`config.mk`:
```
export PLATFORM = sky130hd
export DESIGN_NAME = scope_trig_capture
export DESIGN_NICKNAME = d
export VERILOG_FILES = /design/src/rtl/scope_trig_pkg.sv /design/src/rtl/scope_edge_cmp.sv /design/src/rtl/scope_trig_capture.sv
export SDC_FILE = /design/constraint.sdc
export NUM_CORES = 1
export LEC_CHECK = 0
export CAP_MARGIN = 20
export CORE_UTILIZATION = 55
export CTS_CLUSTER_SIZE = 24
export DETAILED_ROUTE_END_ITERATION = 8
export GPL_ROUTABILITY_DRIVEN = 0
export PLACE_DENSITY_LB_ADDON = 0.05
export SYNTH_ARGS = -nofsm -noshare
export SYNTH_HDL_FRONTEND = slang
export SYNTH_SLANG_ARGS = --single-unit
```
`constraint.sdc`:
```
create_clock -name clk -period 2.85 [get_ports clk]
set_input_delay 0.57 -clock clk [delete_from_list [all_inputs] [get_ports clk]]
set_output_delay 0.57 -clock clk [all_outputs]
set_load 0.005 [all_outputs]
```
`src/rtl/scope_trig_pkg.sv`:
```
`default_nettype none
// ============================================================================
// Module   : scope_trig_pkg
// Purpose  : Shared definitions for the scope trigger/capture path.
//            - acquisition state encoding
//            - bit indices into the 5-bit trigger-control register
// Revision : 1.0 - initial release
// ============================================================================
package scope_trig_pkg;

    // Acquisition sequencer states (explicit 3-bit encoding)
    typedef enum logic [2:0] {
        ST_IDLE      = 3'd0,
        ST_PREFILL   = 3'd1,
        ST_WAIT_TRIG = 3'd2,
        ST_POST      = 3'd3,
        ST_DONE      = 3'd4
    } state_t;

    // trig_ctrl bit positions
    localparam int TC_SLOPE = 0;  // 1 = rising, 0 = falling
    localparam int TC_AUTO  = 1;  // auto-trigger enable
    localparam int TC_ARM   = 2;  // rising edge starts a capture
    localparam int TC_ABORT = 3;  // level-sensitive abort
    localparam int TC_FORCE = 4;  // rising edge forces a trigger

endpackage
`default_nettype wire

```
`src/rtl/scope_edge_cmp.sv`:
```
`default_nettype none
// ============================================================================
// Module   : scope_edge_cmp
// Purpose  : Holds the previously accepted sample and compares it with the
//            current sample against a threshold to detect a slope crossing.
// Ports    : clk, reset_n      - clock, async active-low reset
//            update            - load cur into the previous-sample register
//            cur               - current sample
//            level             - threshold (unsigned)
//            slope             - 1 = rising crossing, 0 = falling crossing
//            hit               - combinational crossing indication for cur
// Revision : 1.0 - initial release
// ============================================================================
module scope_edge_cmp #(
    parameter int DATA_W = 8
) (
    input  logic              clk,
    input  logic              reset_n,
    input  logic              update,
    input  logic [DATA_W-1:0] cur,
    input  logic [DATA_W-1:0] level,
    input  logic              slope,
    output logic              hit
);

    logic [DATA_W-1:0] r_prev;

    always_ff @(posedge clk or negedge reset_n) begin
        if (!reset_n) begin
            r_prev <= '0;
        end else if (update) begin
            r_prev <= cur;
        end
    end

    // Crossing is judged between the stored sample and the one on the bus now
    always_comb begin
        if (slope) begin
            hit = (r_prev < level) && (cur >= level);
        end else begin
            hit = (r_prev > level) && (cur <= level);
        end
    end

endmodule
`default_nettype wire

```
`src/rtl/scope_trig_capture.sv`:
```
`default_nettype none
// ============================================================================
// Module   : scope_trig_capture
// Purpose  : Trigger detector and acquisition sequencer. Writes pre- and
//            post-trigger ADC samples into a circular capture RAM and reports
//            status / trigger address to the CPU.
// Ports    : clk, reset_n                 - clock, async active-low reset
//            trig_ctrl[4:0]               - slope/auto/arm/abort/force
//            trig_level                   - trigger threshold
//            post_cnt                     - post-trigger sample count
//            sample_valid, sample_data    - ADC sample stream
//            wr_en, wr_addr, wr_data      - capture RAM write port
//            trig_addr                    - RAM address of trigger sample
//            busy, triggered, done, irq   - status
// Revision : 1.0 - initial release
// ============================================================================
module scope_trig_capture
    import scope_trig_pkg::*;
#(
    parameter int ADDR_W  = 10,
    parameter int DATA_W  = 8,
    parameter int AUTO_TO = 65535
) (
    input  logic              clk,
    input  logic              reset_n,
    input  logic [4:0]        trig_ctrl,
    input  logic [DATA_W-1:0] trig_level,
    input  logic [ADDR_W-1:0] post_cnt,
    input  logic              sample_valid,
    input  logic [DATA_W-1:0] sample_data,
    output logic              wr_en,
    output logic [ADDR_W-1:0] wr_addr,
    output logic [DATA_W-1:0] wr_data,
    output logic [ADDR_W-1:0] trig_addr,
    output logic              busy,
    output logic              triggered,
    output logic              done,
    output logic              irq
);

    localparam int                AUTO_W      = $clog2(AUTO_TO + 1);
    localparam logic [AUTO_W-1:0] C_AUTO_LAST = AUTO_W'(AUTO_TO - 1);
    localparam logic [AUTO_W-1:0] C_AUTO_MAX  = AUTO_W'(AUTO_TO);
    localparam logic [ADDR_W-1:0] C_ONE       = ADDR_W'(1);

    // ------------------------------------------------------------------
    // Registers
    // ------------------------------------------------------------------
    state_t            r_state;
    logic              r_arm_q;
    logic              r_force_q;
    logic              r_force_pend;
    logic [ADDR_W-1:0] r_cnt;        // prefill / post countdown
    logic [ADDR_W-1:0] r_post;       // post_cnt captured at arm
    logic [AUTO_W-1:0] r_auto;
    logic [ADDR_W-1:0] r_ptr;
    logic [ADDR_W-1:0] r_trig_addr;
    logic              r_triggered;
    logic              r_irq;
    logic              r_wr_en;
    logic [ADDR_W-1:0] r_wr_addr;
    logic [DATA_W-1:0] r_wr_data;

    // ------------------------------------------------------------------
    // Combinational
    // ------------------------------------------------------------------
    state_t            w_state_nxt;
    logic [ADDR_W-1:0] w_cnt_nxt;
    logic [ADDR_W-1:0] w_post_nxt;
    logic [AUTO_W-1:0] w_auto_nxt;
    logic              w_force_pend_nxt;
    logic [ADDR_W-1:0] w_trig_addr_nxt;
    logic              w_triggered_nxt;
    logic              w_irq_nxt;

    logic              w_arm_rise;
    logic              w_force_rise;
    logic              w_abort;
    logic              w_capturing;
    logic              w_accept;
    logic [ADDR_W-1:0] w_post_eff;
    logic [ADDR_W-1:0] w_pre_need;
    logic              w_slope_hit;
    logic              w_auto_hit;
    logic              w_hit;

    assign w_arm_rise   = trig_ctrl[TC_ARM]   & ~r_arm_q;
    assign w_force_rise = trig_ctrl[TC_FORCE] & ~r_force_q;
    assign w_abort      = trig_ctrl[TC_ABORT];
    assign w_capturing  = (r_state == ST_PREFILL) || (r_state == ST_WAIT_TRIG) ||
                          (r_state == ST_POST);
    assign w_accept     = sample_valid & w_capturing & ~w_abort;

    // A post count of 0 behaves as 1; the prefill length is DEPTH - post,
    // which in ADDR_W-bit arithmetic is simply the two's complement.
    assign w_post_eff   = (post_cnt == '0) ? C_ONE : post_cnt;
    assign w_pre_need   = '0 - w_post_eff;

    assign w_auto_hit   = trig_ctrl[TC_AUTO] && (r_auto >= C_AUTO_LAST);
    assign w_hit        = (r_state == ST_WAIT_TRIG) && sample_valid &&
                          (w_slope_hit || w_force_rise || r_force_pend || w_auto_hit);

    scope_edge_cmp #(
        .DATA_W (DATA_W)
    ) u_edge_cmp (
        .clk     (clk),
        .reset_n (reset_n),
        .update  (w_accept),
        .cur     (sample_data),
        .level   (trig_level),
        .slope   (trig_ctrl[TC_SLOPE]),
        .hit     (w_slope_hit)
    );

    // ------------------------------------------------------------------
    // Next-state logic
    // ------------------------------------------------------------------
    always_comb begin
        w_state_nxt      = r_state;
        w_cnt_nxt        = r_cnt;
        w_post_nxt       = r_post;
        w_auto_nxt       = r_auto;
        w_force_pend_nxt = r_force_pend;
        w_trig_addr_nxt  = r_trig_addr;
        w_triggered_nxt  = r_triggered;
        w_irq_nxt        = 1'b0;

        if (w_abort) begin
            // Abort overrides arm, hit and completion in the same cycle
            w_state_nxt      = ST_IDLE;
            w_triggered_nxt  = 1'b0;
            w_force_pend_nxt = 1'b0;
        end else begin
            unique case (r_state)
                ST_IDLE, ST_DONE: begin
                    if (w_arm_rise) begin
                        w_state_nxt     = ST_PREFILL;
                        w_cnt_nxt       = w_pre_need;
                        w_post_nxt      = w_post_eff;
                        w_triggered_nxt = 1'b0;
                    end
                end
                ST_PREFILL: begin
                    if (sample_valid) begin
                        if (r_cnt == C_ONE) begin
                            w_state_nxt      = ST_WAIT_TRIG;
                            w_auto_nxt       = '0;
                            w_force_pend_nxt = 1'b0;
                        end else begin
                            w_cnt_nxt = r_cnt - C_ONE;
                        end
                    end
                end
                ST_WAIT_TRIG: begin
                    if (sample_valid) begin
                        w_force_pend_nxt = 1'b0;
                        if (w_hit) begin
                            w_trig_addr_nxt = r_ptr;
                            w_triggered_nxt = 1'b1;
                            if (r_post == C_ONE) begin
                                // Trigger sample alone satisfies the post count
                                w_state_nxt = ST_DONE;
                                w_irq_nxt   = 1'b1;
                            end else begin
                                w_cnt_nxt   = r_post - C_ONE;
                                w_state_nxt = ST_POST;
                            end
                        end else if (r_auto != C_AUTO_MAX) begin
                            w_auto_nxt = r_auto + AUTO_W'(1);
                        end
                    end else if (w_force_rise) begin
                        // Hold the force request until the next sample arrives
                        w_force_pend_nxt = 1'b1;
                    end
                end
                ST_POST: begin
                    if (sample_valid) begin
                        if (r_cnt == C_ONE) begin
                            w_state_nxt = ST_DONE;
                            w_irq_nxt   = 1'b1;
                        end else begin
                            w_cnt_nxt = r_cnt - C_ONE;
                        end
                    end
                end
                default: begin
                    w_state_nxt = ST_IDLE;
                end
            endcase
        end
    end

    // ------------------------------------------------------------------
    // State and control registers
    // ------------------------------------------------------------------
    always_ff @(posedge clk or negedge reset_n) begin
        if (!reset_n) begin
            r_state      <= ST_IDLE;
            r_arm_q      <= 1'b0;
            r_force_q    <= 1'b0;
            r_force_pend <= 1'b0;
            r_cnt        <= '0;
            r_post       <= '0;
            r_auto       <= '0;
            r_trig_addr  <= '0;
            r_triggered  <= 1'b0;
            r_irq        <= 1'b0;
        end else begin
            r_state      <= w_state_nxt;
            r_arm_q      <= trig_ctrl[TC_ARM];
            r_force_q    <= trig_ctrl[TC_FORCE];
            r_force_pend <= w_force_pend_nxt;
            r_cnt        <= w_cnt_nxt;
            r_post       <= w_post_nxt;
            r_auto       <= w_auto_nxt;
            r_trig_addr  <= w_trig_addr_nxt;
            r_triggered  <= w_triggered_nxt;
            r_irq        <= w_irq_nxt;
        end
    end

    // ------------------------------------------------------------------
    // Capture RAM write path; pointer free-runs modulo DEPTH
    // ------------------------------------------------------------------
    always_ff @(posedge clk or negedge reset_n) begin
        if (!reset_n) begin
            r_ptr     <= '0;
            r_wr_en   <= 1'b0;
            r_wr_addr <= '0;
            r_wr_data <= '0;
        end else begin
            r_wr_en <= w_accept;
            if (w_accept) begin
                r_wr_addr <= r_ptr;
                r_wr_data <= sample_data;
                r_ptr     <= r_ptr + C_ONE;
            end
        end
    end

    assign wr_en     = r_wr_en;
    assign wr_addr   = r_wr_addr;
    assign wr_data   = r_wr_data;
    assign trig_addr = r_trig_addr;
    assign triggered = r_triggered;
    assign irq       = r_irq;
    assign busy      = w_capturing;
    assign done      = (r_state == ST_DONE);

endmodule
`default_nettype wire

```
==> results_dict.tcl <==
set metrics [dict create \
    status "completed" \
    timing.clock.skew_ns 0.01612 \
    synth.yosys.seq_area_share_pct 42.79 \
    r2r_start "u_edge_cmp.r_prev[1]" \
    switching_share_pct 35.06 \
    synth.yosys.warnings 0 \
    grt_pass1_wl_um 18440 \
    rrSetupSlack_ns 0.18 \
    reg2reg_to "r_auto[11]" \
    core-area_um2 8382 \
    drt_first_iter_violations 162 \
    cp_cell_sequence "dlygate4sd2_1, inv_1, ha_1, nor2b_1, o211ai_1, a21oi_2, a211oi_2, or4_4, a41oi_4, or3_1, mux2_4" \
    fraction_of_final_layout_cells_with_drive_strength_greater_than_1_pct 22.70 \
    fmax_ghz 0.3688 \
    worst-r2r-cell-count 9 \
    vdd.ir_drop.worst_v 0.0004414 \
    die-area_um2 9204 \
    h-tree-depth 3 \
    grt_antenna_before_repair 0 \
    p_int_mw 2.368 \
    worst_skew_pair.late_latency_ns 0.37 \
    post_place_cells 661 \
    crit_family "simple AND/OR/NAND/NOR gates" \
    share_comb_of_total_power_pct 30.2 \
    cts_inserted_buffers 9 \
    final_min_period_over_clock_period_pct 95.13 \
    setup.worst_path.end_class "register" \
    post-place-ws_ns -0.4842 \
    design.final.nets 630 \
    grt_pass1_vias 3962 \
    grt_residual_overflow 0 \
    clock_power_share_pct 23.6 \
    timing.max_slew.rel_slack_pct 65.48 \
    synth.avg_cell_area_um2 10.28 \
    worstSetupPathType "input port to register" \
    drc 0 \
    final-instance-count-excl-fill 682 \
    final-setup-viol-count 0 \
    num_rows 33 \
    p_seq_share_pct 46.2 \
    most_common_library_cell_in_the_layout_ignoring_fill_and_taps "sky130_fd_sc_hd__dfrtp_1" \
    clock_net_sink_count 83 \
    fin_ws_ns 0.1389 \
    clockBufferDepth 2 \
    synth_nets 530 \
    power.leakage_nw 2.790 \
    max_slew.worst_pin.slew_ns 0.5178 \
    die-width_um 95.94 \
    worst_ep_required_time_ns 3.11 \
    tritoncts "built" \
    detailed_place_hpwl_um 8271 \
    drt-wirelength-per-cell_um 16.78 \
    synthArstFlopShare_pct 100.0 \
    timing.final.max_slew_violations 0 \
    number_of_distinct_standard_cells_referenced_by_the_synthesized_netlist 65 \
    ys_ff_latch 83 \
    power.density_nw_per_um2 585.9 \
    clk_pin_slew_ns 0.10 \
    clk_root_buffer_cell "sky130_fd_sc_hd__clkbuf_8" \
    timing.final.hold_violations 0 \
    max_cap_violations 0 \
    netSwitchingPower_mw 1.279 \
    syn_to_final_growth_pct 28.25 \
    slowest_delay_ns 0.55 \
    drt_wirelength_um 11450 \
    grt_use_total_pct 26.21 \
    pin_count_of_the_biggest_net_entering_global_routing 47 \
    antenna_diodes 0 \
    drt-pass1-iter-count 5 \
    drt.antenna.violating_nets 0 \
    holdBufCountCts 0 \
    die_h_um 95.94 \
    setup.worst_path.start_class "input port" \
    cpMaxStageDelayCell "sky130_fd_sc_hd__or4_4" \
    min_period_ns 2.711 \
    syn-instance-count 472 \
    effective_utilization_at_floorplan_pct 57.90 \
    synth-main-ff-cell "sky130_fd_sc_hd__dfrtp_1" \
    commonest_cells_after_routing_fill_and_taps_aside "83 x sky130_fd_sc_hd__dfrtp_1, 49 x sky130_fd_sc_hd__clkdlybuf4s50_1, 39 x sky130_fd_sc_hd__buf_4" \
    port_buffers 66 \
    dr_total_vias 4006 \
    critical_path_peak_fanout 7 \
    post_synth_instance_area_um2 4853 \
    grt_setup_unrepaired "no" \
    arrival_ns 2.97 \
    drt-vias-per-instance 5.874 \
    ios 67 \
    synth-edff-count 0 \
    classification_of_the_worst_slack_hold_path "input port to asynchronous set/reset pin" \
    critical_path_buf_inv_count 2 \
]
worst max path at each step:
stage / start / to / slack, ns / cells past startpoint
2_1_floorplan: trig_level[1] / r_auto[11] / 0.07 / 11
3_3_place_gp: trig_level[1] / r_auto[11] / -0.46 / 11
3_5_place_dp: trig_level[1] / r_auto[11] / -0.48 / 11
4_1_cts: trig_level[5] / r_auto[11] / 0.02 / 11
5_1_grt: trig_level[1] / r_cnt[9] / 0.03 / 14
6_report: trig_level[1] / r_auto[11] / 0.14 / 11
stage by stage:
step | cell area (µm²) | util (%) | total power [mW] | setup TNS [ns] | hold WS [ns]
floorplan | 4853 | - | 2.264 | 0 | 0.2744
global placement | 5854 | 69.85 | 2.697 | -12.90 | 0.4793
detailed placement | 5854 | 69.85 | 2.743 | -14.05 | 0.4842
CTS | 6077 | 72.50 | 3.633 | 0 | 0.1791
global route | 6225 | 74.26 | 3.864 | 0 | 0.1843
finish | 6225 | 74.26 | 3.647 | 0 | 0.1523
per-layer routing:
layer  share of wire [%]  GRT usage [%]
met2                  48          43.57
met3                 4.8          5.687
met5                   0              0
met4                 1.7          7.463
met1                  46          34.47
area by class of cell:
type / count / area (µm²)
clock inverters: 7 / 76.32
fillers: 596 / 2157
well taps: 105 / 131.4
repair buffers: 106 / 1020
clock buffers: 9 / 123.9
inverters: 23 / 86.33
multi-input cells: 349 / 2710
flip-flops and latches: 83 / 2077
logic make-up after synthesis:
| family | synth area share (%) |
|---|---|
| and+or+nand+nor | 17.58 |
| xor gates and xnor gates | 4.150 |
| buffers and inverters | 3.403 |
| DFF | 42.79 |
| adders and majority gates | 6.187 |
| AOI/OAI and AO/OA | 15.70 |
| muxes | 10.18 |
Yosys cell counts, types with 3 or more instances:
| library cell | count | area share [%] |
|---|---|---|
| sky130_fd_sc_hd__a21oi_1 | 19 | 2.0 |
| sky130_fd_sc_hd__a31oi_1 | 5 | 0.64 |
| sky130_fd_sc_hd__and2_1 | 5 | 0.64 |
| sky130_fd_sc_hd__and2b_1 | 5 | 0.77 |
| sky130_fd_sc_hd__and3_1 | 3 | 0.39 |
| sky130_fd_sc_hd__buf_2 | 6 | 0.62 |
| sky130_fd_sc_hd__clkbuf_1 | 9 | 0.70 |
| sky130_fd_sc_hd__dfrtp_1 | 83 | 43 |
| sky130_fd_sc_hd__ha_1 | 24 | 6.2 |
| sky130_fd_sc_hd__inv_1 | 23 | 1.8 |
| sky130_fd_sc_hd__mux2_1 | 3 | 0.70 |
| sky130_fd_sc_hd__mux2_2 | 36 | 8.4 |
| sky130_fd_sc_hd__mux2_4 | 3 | 0.93 |
| sky130_fd_sc_hd__nand2_1 | 30 | 2.3 |
| sky130_fd_sc_hd__nand2b_1 | 8 | 1.0 |
| sky130_fd_sc_hd__nand3_1 | 14 | 1.4 |
| sky130_fd_sc_hd__nand4_1 | 14 | 1.8 |
| sky130_fd_sc_hd__nor2_1 | 35 | 2.7 |
| sky130_fd_sc_hd__nor2b_1 | 4 | 0.52 |
| sky130_fd_sc_hd__nor3_1 | 11 | 1.1 |
| sky130_fd_sc_hd__nor4_1 | 7 | 0.90 |
| sky130_fd_sc_hd__o211ai_1 | 6 | 0.93 |
| sky130_fd_sc_hd__o21ai_0 | 20 | 2.1 |
| sky130_fd_sc_hd__o21ai_1 | 7 | 0.72 |
| sky130_fd_sc_hd__o22ai_1 | 5 | 0.64 |
| sky130_fd_sc_hd__o2bb2ai_1 | 6 | 1.1 |
| sky130_fd_sc_hd__o31ai_1 | 8 | 1.2 |
| sky130_fd_sc_hd__or3_1 | 6 | 0.77 |
| sky130_fd_sc_hd__xnor2_1 | 13 | 2.3 |
| sky130_fd_sc_hd__xor2_1 | 10 | 1.8 |
timing repair:
| item | 4_1_cts | 5_1_grt |
|---|---|---|
| resized for setup | 3 | 30 |
| pin swaps | 9 | 13 |
| setup buffers | 2 | 3 |
| gates cloned | 0 | 0 |
| endpoints found under the setup margin | 10 | 32 |
power groups by stage:
stage | clock (mW) | combinational (mW) | sequential, mW
floorplan | 0 | 0.631 | 1.63
global placement | 0 | 1.02 | 1.68
detailed placement | 0 | 1.05 | 1.70
CTS | 0.876 | 1.08 | 1.68
global route | 0.931 | 1.21 | 1.72
finish | 0.861 | 1.10 | 1.68
flip-flops by register name, summed over array words and instances, names as in the netlist, 3 cells and up:
signal and flops:
wr_addr 10, r_ptr 10, r_cnt 10, trig_addr 10, r_state 3, r_post 10
r_auto 16, u_edge_cmp.r_prev 8
Power figures use the tool's default switching activity.
